==> src/rtl/apb_master_bridge_if.sv <==
// Bundles the command, response and APB signals of apb_master_bridge.
// The master modport is the bridge's view; slave is the surrounding environment.
interface apb_master_bridge_if #(
   parameter int ADDR_W = 8,
   parameter int DATA_W = 8
);
   logic              cmd_valid;
   logic              cmd_ready;
   logic              cmd_write;
   logic [ADDR_W-1:0] cmd_addr;
   logic [DATA_W-1:0] cmd_wdata;

   logic              rsp_valid;
   logic              rsp_ready;
   logic [DATA_W-1:0] rsp_rdata;
   logic              rsp_err;

   logic [ADDR_W-1:0] paddr;
   logic              pwrite;
   logic              psel;
   logic              penable;
   logic [DATA_W-1:0] pwdata;
   logic [DATA_W-1:0] prdata;
   logic              pready;

   modport master (
      input  cmd_valid, cmd_write, cmd_addr, cmd_wdata, rsp_ready, prdata, pready,
      output cmd_ready, rsp_valid, rsp_rdata, rsp_err, paddr, pwrite, psel, penable, pwdata
   );

   modport slave (
      output cmd_valid, cmd_write, cmd_addr, cmd_wdata, rsp_ready, prdata, pready,
      input  cmd_ready, rsp_valid, rsp_rdata, rsp_err, paddr, pwrite, psel, penable, pwdata
   );
endinterface

==> src/rtl/apb_master_bridge.sv <==
// Converts valid/ready commands into APB3 SETUP/ACCESS transfers and returns
// each result on a valid/ready response port, aborting stalled slaves via a watchdog.
module apb_master_bridge #(
   parameter int ADDR_W  = 8,
   parameter int DATA_W  = 8,
   parameter int TIMEOUT = 16
) (
   input logic                 clk,
   input logic                 resetn,
   apb_master_bridge_if.master bus
);
   localparam int WD_W = $clog2(TIMEOUT + 1);
   localparam logic [WD_W-1:0] WD_LAST = WD_W'(TIMEOUT - 1);
   localparam logic [WD_W-1:0] WD_MAX  = WD_W'(TIMEOUT);

   typedef enum logic [1:0] {
      IDLE,
      SETUP,
      ACCESS,
      RESP
   } state_t;

   state_t          state;
   state_t          state_next;
   logic [WD_W-1:0] wdog;
   logic            timeout_hit;

   // wdog counts completed ACCESS cycles without pready; the last allowed one is ending now.
   assign timeout_hit = (wdog == WD_LAST);

   always_ff @(posedge clk or negedge resetn) begin
      if (!resetn) begin
         state <= IDLE;
      end else begin
         state <= state_next;
      end
   end

   always_comb begin
      state_next    = state;
      bus.cmd_ready = 1'b0;
      bus.psel      = 1'b0;
      bus.penable   = 1'b0;
      bus.rsp_valid = 1'b0;
      case (state)
         IDLE: begin
            bus.cmd_ready = 1'b1;
            if (bus.cmd_valid) begin
               state_next = SETUP;
            end
         end
         SETUP: begin
            bus.psel   = 1'b1;
            state_next = ACCESS;
         end
         ACCESS: begin
            bus.psel    = 1'b1;
            bus.penable = 1'b1;
            if (bus.pready || timeout_hit) begin
               state_next = RESP;
            end
         end
         RESP: begin
            bus.rsp_valid = 1'b1;
            if (bus.rsp_ready) begin
               state_next = IDLE;
            end
         end
         default: begin
            state_next = IDLE;
         end
      endcase
   end

   // pready is checked before the timeout so a late-but-valid reply is never reported as an error.
   always_ff @(posedge clk or negedge resetn) begin
      if (!resetn) begin
         bus.paddr     <= {ADDR_W{1'b0}};
         bus.pwrite    <= 1'b0;
         bus.pwdata    <= {DATA_W{1'b0}};
         bus.rsp_rdata <= {DATA_W{1'b0}};
         bus.rsp_err   <= 1'b0;
         wdog          <= '0;
      end else begin
         case (state)
            IDLE: begin
               if (bus.cmd_valid) begin
                  bus.paddr  <= bus.cmd_addr;
                  bus.pwrite <= bus.cmd_write;
                  bus.pwdata <= bus.cmd_wdata;
               end
            end
            SETUP: begin
               wdog <= '0;
            end
            ACCESS: begin
               if (bus.pready) begin
                  bus.rsp_rdata <= bus.pwrite ? {DATA_W{1'b0}} : bus.prdata;
                  bus.rsp_err   <= 1'b0;
               end else begin
                  if (wdog != WD_MAX) begin
                     wdog <= wdog + WD_W'(1);
                  end
                  if (timeout_hit) begin
                     bus.rsp_rdata <= {DATA_W{1'b0}};
                     bus.rsp_err   <= 1'b1;
                  end
               end
            end
            default: begin
            end
         endcase
      end
   end
endmodule

==> src/flat_wrapper.sv <==
// flat-port wrapper written by rule: the top's interface ports become plain ports
module apb_master_bridge_flat 
#(
   parameter int ADDR_W  = 8,
   parameter int DATA_W  = 8,
   parameter int TIMEOUT = 16
)
  (clk, resetn, bus_cmd_valid, bus_cmd_write, bus_cmd_addr, bus_cmd_wdata, bus_rsp_ready, bus_prdata, bus_pready, bus_cmd_ready, bus_rsp_valid, bus_rsp_rdata, bus_rsp_err, bus_paddr, bus_pwrite, bus_psel, bus_penable, bus_pwdata);
  apb_master_bridge_if #(.ADDR_W(ADDR_W), .DATA_W(DATA_W)) bus_i ();
  input logic clk;
  input logic resetn;
  input wire logic [$bits(bus_i.cmd_valid)-1:0] bus_cmd_valid;
  input wire logic [$bits(bus_i.cmd_write)-1:0] bus_cmd_write;
  input wire logic [$bits(bus_i.cmd_addr)-1:0] bus_cmd_addr;
  input wire logic [$bits(bus_i.cmd_wdata)-1:0] bus_cmd_wdata;
  input wire logic [$bits(bus_i.rsp_ready)-1:0] bus_rsp_ready;
  input wire logic [$bits(bus_i.prdata)-1:0] bus_prdata;
  input wire logic [$bits(bus_i.pready)-1:0] bus_pready;
  output wire logic [$bits(bus_i.cmd_ready)-1:0] bus_cmd_ready;
  output wire logic [$bits(bus_i.rsp_valid)-1:0] bus_rsp_valid;
  output wire logic [$bits(bus_i.rsp_rdata)-1:0] bus_rsp_rdata;
  output wire logic [$bits(bus_i.rsp_err)-1:0] bus_rsp_err;
  output wire logic [$bits(bus_i.paddr)-1:0] bus_paddr;
  output wire logic [$bits(bus_i.pwrite)-1:0] bus_pwrite;
  output wire logic [$bits(bus_i.psel)-1:0] bus_psel;
  output wire logic [$bits(bus_i.penable)-1:0] bus_penable;
  output wire logic [$bits(bus_i.pwdata)-1:0] bus_pwdata;
  assign bus_i.cmd_valid = bus_cmd_valid;
  assign bus_i.cmd_write = bus_cmd_write;
  assign bus_i.cmd_addr = bus_cmd_addr;
  assign bus_i.cmd_wdata = bus_cmd_wdata;
  assign bus_i.rsp_ready = bus_rsp_ready;
  assign bus_i.prdata = bus_prdata;
  assign bus_i.pready = bus_pready;
  assign bus_cmd_ready = bus_i.cmd_ready;
  assign bus_rsp_valid = bus_i.rsp_valid;
  assign bus_rsp_rdata = bus_i.rsp_rdata;
  assign bus_rsp_err = bus_i.rsp_err;
  assign bus_paddr = bus_i.paddr;
  assign bus_pwrite = bus_i.pwrite;
  assign bus_psel = bus_i.psel;
  assign bus_penable = bus_i.penable;
  assign bus_pwdata = bus_i.pwdata;
  apb_master_bridge #(.ADDR_W(ADDR_W), .DATA_W(DATA_W), .TIMEOUT(TIMEOUT)) u_core (.clk(clk), .resetn(resetn), .bus(bus_i));
endmodule
==> config.mk <==
export PLATFORM = sky130hd
export DESIGN_NAME = apb_master_bridge_flat
export DESIGN_NICKNAME = d
export VERILOG_FILES = /design/src/rtl/apb_master_bridge_if.sv /design/src/rtl/apb_master_bridge.sv /design/src/flat_wrapper.sv
export SDC_FILE = /design/constraint.sdc
export NUM_CORES = 1
export LEC_CHECK = 0
export ABC_AREA = 1
export CORE_MARGIN = 5
export CORE_UTILIZATION = 40
export CTS_CLUSTER_DIAMETER = 40
export CTS_CLUSTER_SIZE = 10
export DETAILED_ROUTE_END_ITERATION = 16
export PLACE_DENSITY = 0.83
export SLEW_MARGIN = 10
export SYNTH_ARGS = -nofsm -noshare
export SYNTH_HDL_FRONTEND = slang
export SYNTH_SLANG_ARGS = --single-unit
export TNS_END_PERCENT = 10
==> constraint.sdc <==
create_clock -name clk -period 1.7 [get_ports clk]
set_input_delay 0.34 -clock clk [delete_from_list [all_inputs] [get_ports clk]]
set_output_delay 0.34 -clock clk [all_outputs]
set_load 0.01 [all_outputs]
==> metrics.yaml, run 1 <==
status: "finished, final reports clean"
ys_seq_elements: 33
cts_tree: "done"
crit_start: "u_core.state[1]"
grt_pass1_vias: 1221
floorplan.initialDensity_pct: 42.0
sw_frac_of_total_pct: 32.9
p_seq_share_pct: 34.3
yosys.cell_types.count: 18
routed_wirelength_mm: 3.51
slew_viol_final: 0
cts_buffers: 5
drc: 0
dieArea_um2: 5250
power_frac_comb_pct: 51.1
path_clk_slew_ps: 60
cts_root_buffer: "clkbuf_8"
syn_nets: 183
diodes: 0
timing.rr.start: "u_core.state[1]"
core_um2: 3720
power.density_nw_per_um2: 1680
num_vias: 1234
hp-class: "in -> async"
p_sw_uw: 1290
grt_first_pass_wirelength_mm: 5.66
synth_top_cells_by_area: "dfrtp_1 53%, nand2_1 10%, mux2_4 9.6%, ha_1 6.4%, mux2_2 5.1%"
final_nets: 254
cp_cell_sequence: "buf_4, ha_1, clkdlybuf4s15_1"
fin_tns_setup_ps: 0
place_congestion: 0.773
via_per_inst: 4.67
yosysWarnings: 0
worst_slew_pin_slew_ps: 412
slowest_stage: "dfrtp_1"
worst-r2r-cell-count: 5
path_max_fanout: 4
dieWidth_um: 72.4
grt_antenna_before_repair: 0
dieHeight_um: 72.4
hpwlAfterDp_mm: 2.64
crit_arrival_ps: 1260
clockBufferDepth: 2
drv_cap: 0
internal_power_uw: 2630
avgRoutedWirePerCell_um: 13.3
hold_viol: 0
slew_headroom_pct: 72.5
syn_inst: 145
io_pins: 60
p_leak_uw: 0.00112
finalPower_uw: 3920
dr.pass1.iters: 6
grt_max_degree: 34
fmax_ghz: 0.623
clk-insertion-delay-late_ps: 280
rsz0062_at_grt: "false"
portBuffers: 59
ir_worst_vdd_mv: 0.625
rows: 22
worstPathRequired_ps: 1360
drtAntennaViolNets: 0
drive_above_1_share_pct: 17.6
grt_use_total_pct: 14.3
synth_top_area_cell: "dfrtp_1"
htreeDepth: 2
clkPwrFrac_pct: 14.6
synth_top_area_share_pct: 53.0
cts_sinks: 33
cp-end-kind: "output port"
syn_area_um2: 1560
fin_crit_ps: 1600
area_growth_pct: 49.5
avgSynthCellArea_um2: 10.8
critical_path_class: "reg -> out"
min_period_over_period_pct: 94.4
cpPeakStageDelay_ps: 410
holdWs_ps: 462
ys_seq_area_share_pct: 53.0
skew_ps: 3.46
setup-violations-final: 0
grt_overflow: 0
cp-start-kind: "flop"
first_iter_violations: 73
[placed cells by master, fill, tap and decap left out]
cell | netlist | layout
clkbuf_2 | 0 | 1
ha_2 | 0 | 1
clkbuf_8 | 0 | 6
buf_4 | 0 | 6
mux2_2 | 7 | 7
inv_1 | 13 | 13
o21ai_0 | 8 | 8
o21ai_2 | 1 | 1
mux2_4 | 10 | 10
or2_2 | 1 | 1
dlygate4sd2_1 | 0 | 2
ha_1 | 8 | 7
nand2_4 | 1 | 1
nand2_1 | 42 | 42
clkdlybuf4s50_1 | 0 | 55
clkdlybuf4s15_1 | 0 | 1
o21ai_1 | 1 | 1
nand3_2 | 0 | 1
dfrtp_1 | 33 | 32
nand4_1 | 3 | 3
dfrtp_2 | 0 | 1
nor2_1 | 6 | 6
nand3_1 | 7 | 6
buf_12 | 1 | 1
nor2_4 | 1 | 1
clkbuf_1 | 0 | 1
nor3b_1 | 1 | 1
[critical path: cells and delay by family, from the launching register on]
kind | cells | cell delay (ps)
fa+ha+maj | 1 | 190
buf+inv | 2 | 390
flops | 1 | 410
[flip-flops by register name, summed over array words and instances, names as in the netlist]
register,cells
u_core.state,2
u_core.wdog,5
u_core.bus.pwrite,1
u_core.bus.rsp_rdata,8
u_core.bus.rsp_err,1
u_core.bus.paddr,8
u_core.bus.pwdata,8
[metrics by stage]
step	instances	setup WS [ps]	area, µm²	utilization, %
5_1_grt	264	19.9	2330	62.7
3_3_place_gp	255	90.0	2230	60.0
2_1_floorplan	145	219	1560	-
4_1_cts	262	22.1	2310	62.2
6_report	264	95.1	2330	62.7
3_5_place_dp	255	35.9	2230	60.0
[power groups by stage]
stage	sequential, µW	clock (µW)	combinational [µW]
2_1_floorplan	1490	0	857
3_3_place_gp	1340	0	1970
3_5_place_dp	1350	0	2030
4_1_cts	1340	597	1990
5_1_grt	1400	631	2180
6_report	1340	572	2000
[worst paths after layout]
path | endpoint | slack, ps
setup / recovery | bus_rsp_valid | 100
hold / removal | u_core.bus.rsp_rdata[0] | 460
setup reg to reg | u_core.bus.pwdata[3] | 120
hold reg to reg | u_core.bus.rsp_rdata[7] | 480
max in group asynchronous | u_core.wdog[0] | 920
min in group clk | u_core.bus.rsp_rdata[7] | 480
[kinds of logic (layout without fill, tap and decap cells)]
kind of cell	Yosys count	count (layout)	synth area share [%]
DFF	33	33	53.0
muxes	17	17	14.7
buffers and inverters	15	86	5.14
adders and majority gates	8	8	6.42
AOI/OAI and AO/OA	10	10	3.45
and+or+nand+nor	62	62	17.3
[Yosys cell counts]
| master | instances |
|---|---|
| buf_12 | 1 |
| buf_6 | 1 |
| dfrtp_1 | 33 |
| ha_1 | 8 |
| inv_1 | 13 |
| mux2_2 | 7 |
| mux2_4 | 10 |
| nand2_1 | 42 |
| nand2_4 | 1 |
| nand3_1 | 7 |
| nand4_1 | 3 |
| nor2_1 | 6 |
| nor2_4 | 1 |
| nor3b_1 | 1 |
| o21ai_0 | 8 |
| o21ai_1 | 1 |
| o21ai_2 | 1 |
| or2_2 | 1 |
[area by class of cell]
cell class	instances	area (µm²)
clock buffers	7	86.3
fillers	298	1390
inverters	13	48.8
multi-input cells	97	661
flip-flops and latches	33	827
well taps	48	60.1
repair buffers	66	648
[what timing repair did]
action	in CTS	in global routing
resized for setup	5	5
hold buffers	0	0
setup endpoints to repair	4	4
pin swaps	0	0
setup buffers	0	2
[layer usage]
metal / global-route usage (%) / up-vias / share of wire [%]
met5: 0 / - / 0
met4: 7.38 / 0 / 2.2
met3: 5.96 / 7 / 7.7
met2: 22.1 / 41 / 48
met1: 17.0 / 574 / 42
li1: - / 612 / -
No activity file was read; power rests on OpenSTA's default activity.
==> run 2, diff against run 1 <==
--- a/constraint.sdc
+++ b/constraint.sdc
@@ -3,2 +3,2 @@
 set_output_delay 0.34 -clock clk [all_outputs]
-set_load 0.01 [all_outputs]
+set_load 0.02 [all_outputs]
==> run 2 against run 1 <==
Compared with the run above:
- die area did not move
- count of clock-buffer cells in the layout did not move
- clock power is 3% higher
- largest power group unchanged
==> metrics.yaml, run 2 (same netlist as run 1, synthesis figures left out) <==
status: "finished, final reports clean"
hold_viol: 0  # unchanged
rows: 22  # unchanged
fmax_ghz: 0.601  # -3.6%
cts_buffers: 5  # unchanged
power.density_nw_per_um2: 1810  # +7.9%
diodes: 0  # unchanged
worstPathRequired_ps: 1360  # about the same
cts_sinks: 33  # unchanged
dieArea_um2: 5250  # unchanged
crit_arrival_ps: 1320  # +60 ps
finalPower_uw: 4210  # +7.4%
num_vias: 1245  # +0.89%
grt_overflow: 0  # unchanged
cp-end-kind: "output port"
cp.buffers_inverters: 1  # -1
layout_common_cells: "55 x clkdlybuf4s50_1, 42 x nand2_1, 32 x dfrtp_1"
dp_cells: 257  # +0.78%
drv_cap: 0  # unchanged
grt_max_degree: 34  # unchanged
final_nets: 254  # unchanged
hp-class: "in -> async"
dieHeight_um: 72.4  # unchanged
power_frac_comb_pct: 54.2  # +3.1 points
via_per_inst: 4.72  # +0.89%
first_iter_violations: 51  # -30%
p_sw_uw: 1590  # +23%
slowest_stage: "clkdlybuf4s50_1"
core_um2: 3720  # unchanged
dr.pass1.iters: 4  # -2
path_max_fanout: 3  # -1
grt_use_total_pct: 14.6  # +0.26 points
reg_top3: "u_core.bus.paddr x8, u_core.bus.pwdata x8, u_core.bus.rsp_rdata x8"
io_pins: 60  # unchanged
slew_viol_final: 0  # unchanged
p_leak_uw: 0.00111  # -0.72%
clkPwrFrac_pct: 14.0  # -0.6 points
cts_root_buffer: "clkbuf_8"
path_delay_family: "buffers and inverters"
skew_ps: 4.32  # +0.859 ps
ir_worst_vdd_mv: 0.676  # +8.1%
slew_headroom_pct: 72.1  # -0.40 points
area_growth_pct: 48.9
dieWidth_um: 72.4  # unchanged
grt_pass1_vias: 1238  # +1.4%
worst_slew_pin_slew_ps: 418  # +6.07 ps
place_congestion: 0.729  # -5.7%
portBuffers: 59  # unchanged
p_seq_share_pct: 31.8  # -2.5 points
mostFrequentLayoutCell: "clkdlybuf4s50_1"
fin_crit_ps: 1660  # +59.3 ps
grt_antenna_before_repair: 0  # unchanged
routed_wirelength_mm: 3.59  # +2.4%
drc: 0  # unchanged
clockBufferDepth: 2  # unchanged
cts_tree: "done"
clk-insertion-delay-late_ps: 280  # about the same
internal_power_uw: 2620  # -0.24%
avgRoutedWirePerCell_um: 13.6  # +2.4%
hpwlAfterDp_mm: 2.67  # +1.2%
path_clk_slew_ps: 60  # about the same
cp-start-kind: "flop"
final_cell_count_no_fill: 264  # unchanged
rsz0062_at_grt: "true"
floorplan.initialDensity_pct: 42.0  # unchanged
drive_above_1_share_pct: 17.1  # -0.46 points
critical_path_class: "reg -> out"
grt_first_pass_wirelength_mm: 5.85  # +3.4%
drtAntennaViolNets: 0  # unchanged
cpPeakStageDelay_ps: 640  # +230 ps
htreeDepth: 2  # unchanged
sw_frac_of_total_pct: 37.7  # +4.8 points
setup-violations-final: 0  # unchanged
cp_cell_sequence: "clkdlybuf4s50_1"
min_period_over_period_pct: 97.9  # +3.5 points
run 2: changes by cell type in the layout (fill, tap and decap cells not counted):
| cell | delta |
|---|---|
| ha_1 | +1 |
| dlygate4sd2_1 | -2 |
| nand3_2 | -1 |
| nand3_1 | +1 |
| clkbuf_2 | +1 |
| ha_2 | -1 |
| clkdlybuf4s15_1 | +1 |
run 2: power groups by stage:
stage	Clock, µW	Sequential (µW)	Combinational (µW)
after floorplan	0	1720	909
after global placement	0	1330	2290
after detailed placement	0	1350	2340
after CTS	607	1340	2320
after global routing	639	1390	2450
final	588	1340	2280
run 2: per-layer routing:
layer / share of wire [%] / up-vias / global-route usage (%)
li1: - / 606 / -
met1: 43 / 595 / 17.8
met2: 48 / 37 / 24.0
met3: 7.2 / 7 / 5.54
met4: 1.4 / 0 / 4.30
met5: 0 / - / 0
run 2: repair_timing:
item | in CTS | in global routing
buffers inserted | 0 | 0
gates resized for setup | 5 | 6
gates cloned | 0 | 0
hold buffers | 0 | 0
endpoints found under the setup margin | 4 | 6
run 2: final timing paths:
kind | cells past startpoint | start | slack, ps | endpoint
max reg2reg | 7 | u_core.wdog[0] | 130 | u_core.bus.rsp_rdata[4]
max | 1 | u_core.bus.pwrite | 40 | bus_pwrite
max in group asynchronous | 2 | resetn | 910 | u_core.wdog[0]
min | 2 | resetn | 460 | u_core.bus.rsp_rdata[0]
min in group clk | 2 | u_core.bus.rsp_rdata[0] | 490 | u_core.bus.rsp_rdata[0]
min reg2reg | 2 | u_core.bus.rsp_rdata[0] | 490 | u_core.bus.rsp_rdata[0]
run 2: per-stage QoR:
step / cell area (µm²) / setup WS [ps] / hold slack (ps) / utilization (%) / setup TNS [ps]
floorplan: 1560 / 168 / 44.4 / - / 0
global placement: 2240 / 68.9 / 466 / 60.4 / 0
detailed placement: 2240 / 45.7 / 477 / 60.4 / 0
CTS: 2330 / 19.6 / 470 / 62.6 / 0
global route: 2320 / -13.4 / 506 / 62.5 / -13.4
finish: 2320 / 35.8 / 460 / 62.5 / 0
run 2: layout make-up:
cell class                 instances  area [µm²]
clock buffer                       7        86.3
fill                             289        1400
inverter                          13        48.8
multi-input combinational         97         653
sequential                        33         827
tap                               48        60.1
timing repair buffer              66         646
==> run 3, diff against run 2 <==
Settings changed: SETUP_SLACK_MARGIN set to 0.15.
==> run 3 against run 2 <==
Compared with the run above:
- via count up 0.72%
- final area rose by 1.1%
- total power increased by 0.48%
- fmax increased by 3.7%
- global-route usage barely moved
- hold slack improved by 1.4 ps
- non-clock buffer count rose by 2
- clock power is essentially flat
- combinational power about the same
- count of clock-buffer cells in the layout stayed put
- die area unchanged
- sequential power is essentially flat
==> metrics.yaml, run 3 (same netlist as run 1, synthesis figures left out) <==
ir_worst_vdd_mv: 0.688  # +1.8%
diodes: 0  # unchanged
layout_common_cells: "53 x clkdlybuf4s50_1, 39 x nand2_1, 32 x dfrtp_1"
portBuffers: 59  # unchanged
io_pins: 60  # unchanged
power_frac_comb_pct: 54.5  # +0.3 points
drv_cap: 0  # unchanged
slowest_stage: "clkdlybuf4s50_1"
rsz0062_at_grt: "true"
p_leak_uw: 0.00115  # +2.9%
finalPower_uw: 4230  # +0.48%
num_vias: 1254  # +0.72%
cts_sinks: 33  # unchanged
grt_max_degree: 34  # unchanged
path_delay_family: "buffers and inverters"
hpwlAfterDp_mm: 2.67  # unchanged
drive_above_1_share_pct: 22.5  # +5.3 points
dieArea_um2: 5250  # unchanged
p_seq_share_pct: 31.6  # -0.2 points
grt_pass1_vias: 1238  # unchanged
fin_area_um2: 2350  # +1.1%
p_sw_uw: 1600  # +1.2%
cp-end-kind: "output port"
final_nets: 256  # +0.79%
clkPwrFrac_pct: 13.9  # about the same
skew_ps: 4.32  # -0.00267 ps
path_max_fanout: 2  # -1
rows: 22  # unchanged
hp-class: "in -> async"
cpPeakStageDelay_ps: 630  # about the same
crit_start: "u_core.bus.paddr[3]"
cp-start-kind: "flop"
drtAntennaViolNets: 0  # unchanged
critical_path_class: "reg -> out"
dr.pass1.iters: 4  # unchanged
htreeDepth: 2  # unchanged
cts_buffers: 5  # unchanged
sw_frac_of_total_pct: 37.9  # +0.26 points
worst_slew_pin_slew_ps: 415  # -3.47 ps
min_period_over_period_pct: 94.4  # -3.5 points
slew_headroom_pct: 72.3  # +0.23 points
worst_slack_ps: 95.1  # +59.3 ps
grt_antenna_before_repair: 0  # unchanged
via_per_inst: 4.71  # about the same
cts_tree: "done"
hold_viol: 0  # unchanged
cp_cell_sequence: "clkdlybuf4s50_1"
setup-violations-final: 0  # unchanged
cts_root_buffer: "clkbuf_8"
place_congestion: 0.729  # unchanged
mostFrequentLayoutCell: "clkdlybuf4s50_1"
dieWidth_um: 72.4  # unchanged
slew_viol_final: 0  # unchanged
floorplan.initialDensity_pct: 42.0  # unchanged
fin_tns_setup_ps: 0  # unchanged
crit_arrival_ps: 1260  # -60 ps
grt_use_total_pct: 14.6  # +0.029 points
timing.rr.start: "u_core.state[0]"
post_dp_cell_area_um2: 2240  # unchanged
clk-insertion-delay-late_ps: 280  # about the same
fmax_ghz: 0.623  # +3.7%
routed_wirelength_mm: 3.64  # +1.4%
core_um2: 3720  # unchanged
reg_top3: "u_core.bus.paddr x8, u_core.bus.pwdata x8, u_core.bus.rsp_rdata x8"
cp.buffers_inverters: 1  # unchanged
post-place-ws_ps: 45.7  # unchanged
dieHeight_um: 72.4  # unchanged
path_clk_slew_ps: 60  # about the same
avgRoutedWirePerCell_um: 13.7  # +0.69%
grt_overflow: 0  # unchanged
power.density_nw_per_um2: 1800  # -0.65%
status: "finished, final reports clean"
drc: 0  # unchanged
grt_first_pass_wirelength_mm: 5.87  # +0.24%
clockBufferDepth: 2  # unchanged
fin_crit_ps: 1600  # -59.3 ps
area_growth_pct: 50.6
internal_power_uw: 2620  # about the same
worstPathRequired_ps: 1360  # about the same
first_iter_violations: 73  # +43%
run 3: cell count changes in the layout (fill, tap and decap cells not counted), sizes merged:
cell and delta:
clkbuf -1, clkdlybuf4s15 -2, dlymetal6s2s +1, buf +5, dlygate4sd2 +1, clkdlybuf4s50 -2
run 3: power by group through the flow:
stage / registers [µW] / clock network (µW) / logic (µW)
finish: 1340 / 588 / 2300
global route: 1390 / 639 / 2470
CTS: 1340 / 607 / 2300
detailed placement: 1350 / 0 / 2340
global placement: 1330 / 0 / 2290
floorplan: 1720 / 0 / 909
run 3: repair_timing:
action / in CTS / in global routing
setup endpoints to repair: 42 / 62
pin swaps: 0 / 5
resized for setup: 15 / 12
setup buffers: 0 / 2
hold buffers: 0 / 0
hold endpoints to repair: 0 / 0
run 3: path summary, 6_finish.rpt:
path / to / slack [ps] / cells past startpoint
worst max-delay path: bus_paddr[3] / 100 / 1
worst min-delay path: u_core.bus.rsp_rdata[7] / 460 / 2
worst max register to register: u_core.bus.pwdata[7] / 180 / 5
worst min register to register: u_core.bus.rsp_rdata[0] / 490 / 2
max in group asynchronous: u_core.wdog[0] / 910 / 2
min in group clk: u_core.bus.rsp_rdata[0] / 490 / 2
run 3: final cells by class:
type / instances / area [µm²]
clock buffer: 7 / 86.3
tap: 48 / 60.1
sequential: 33 / 827
multi-input combinational: 97 / 673
fill: 286 / 1370
inverter: 13 / 48.8
timing repair buffer: 68 / 652
run 3: layer usage:
layer  up-vias  wire (µm)  GRT usage (%)
met4         0         51           4.30
met3         7        268           5.54
met2        37       1780           24.0
met1       601       1540           17.9
li1        609          -              -
met5         -          0              0
run 3: through the flow:
| stage | hold WS, ps | std cells | util [%] |
|---|---|---|---|
| after floorplan | 44.4 | 145 | - |
| after global placement | 466 | 257 | 60.4 |
| after detailed placement | 477 | 257 | 60.4 |
| after CTS | 470 | 264 | 62.3 |
| after global routing | 506 | 266 | 63.2 |
| final | 462 | 266 | 63.2 |
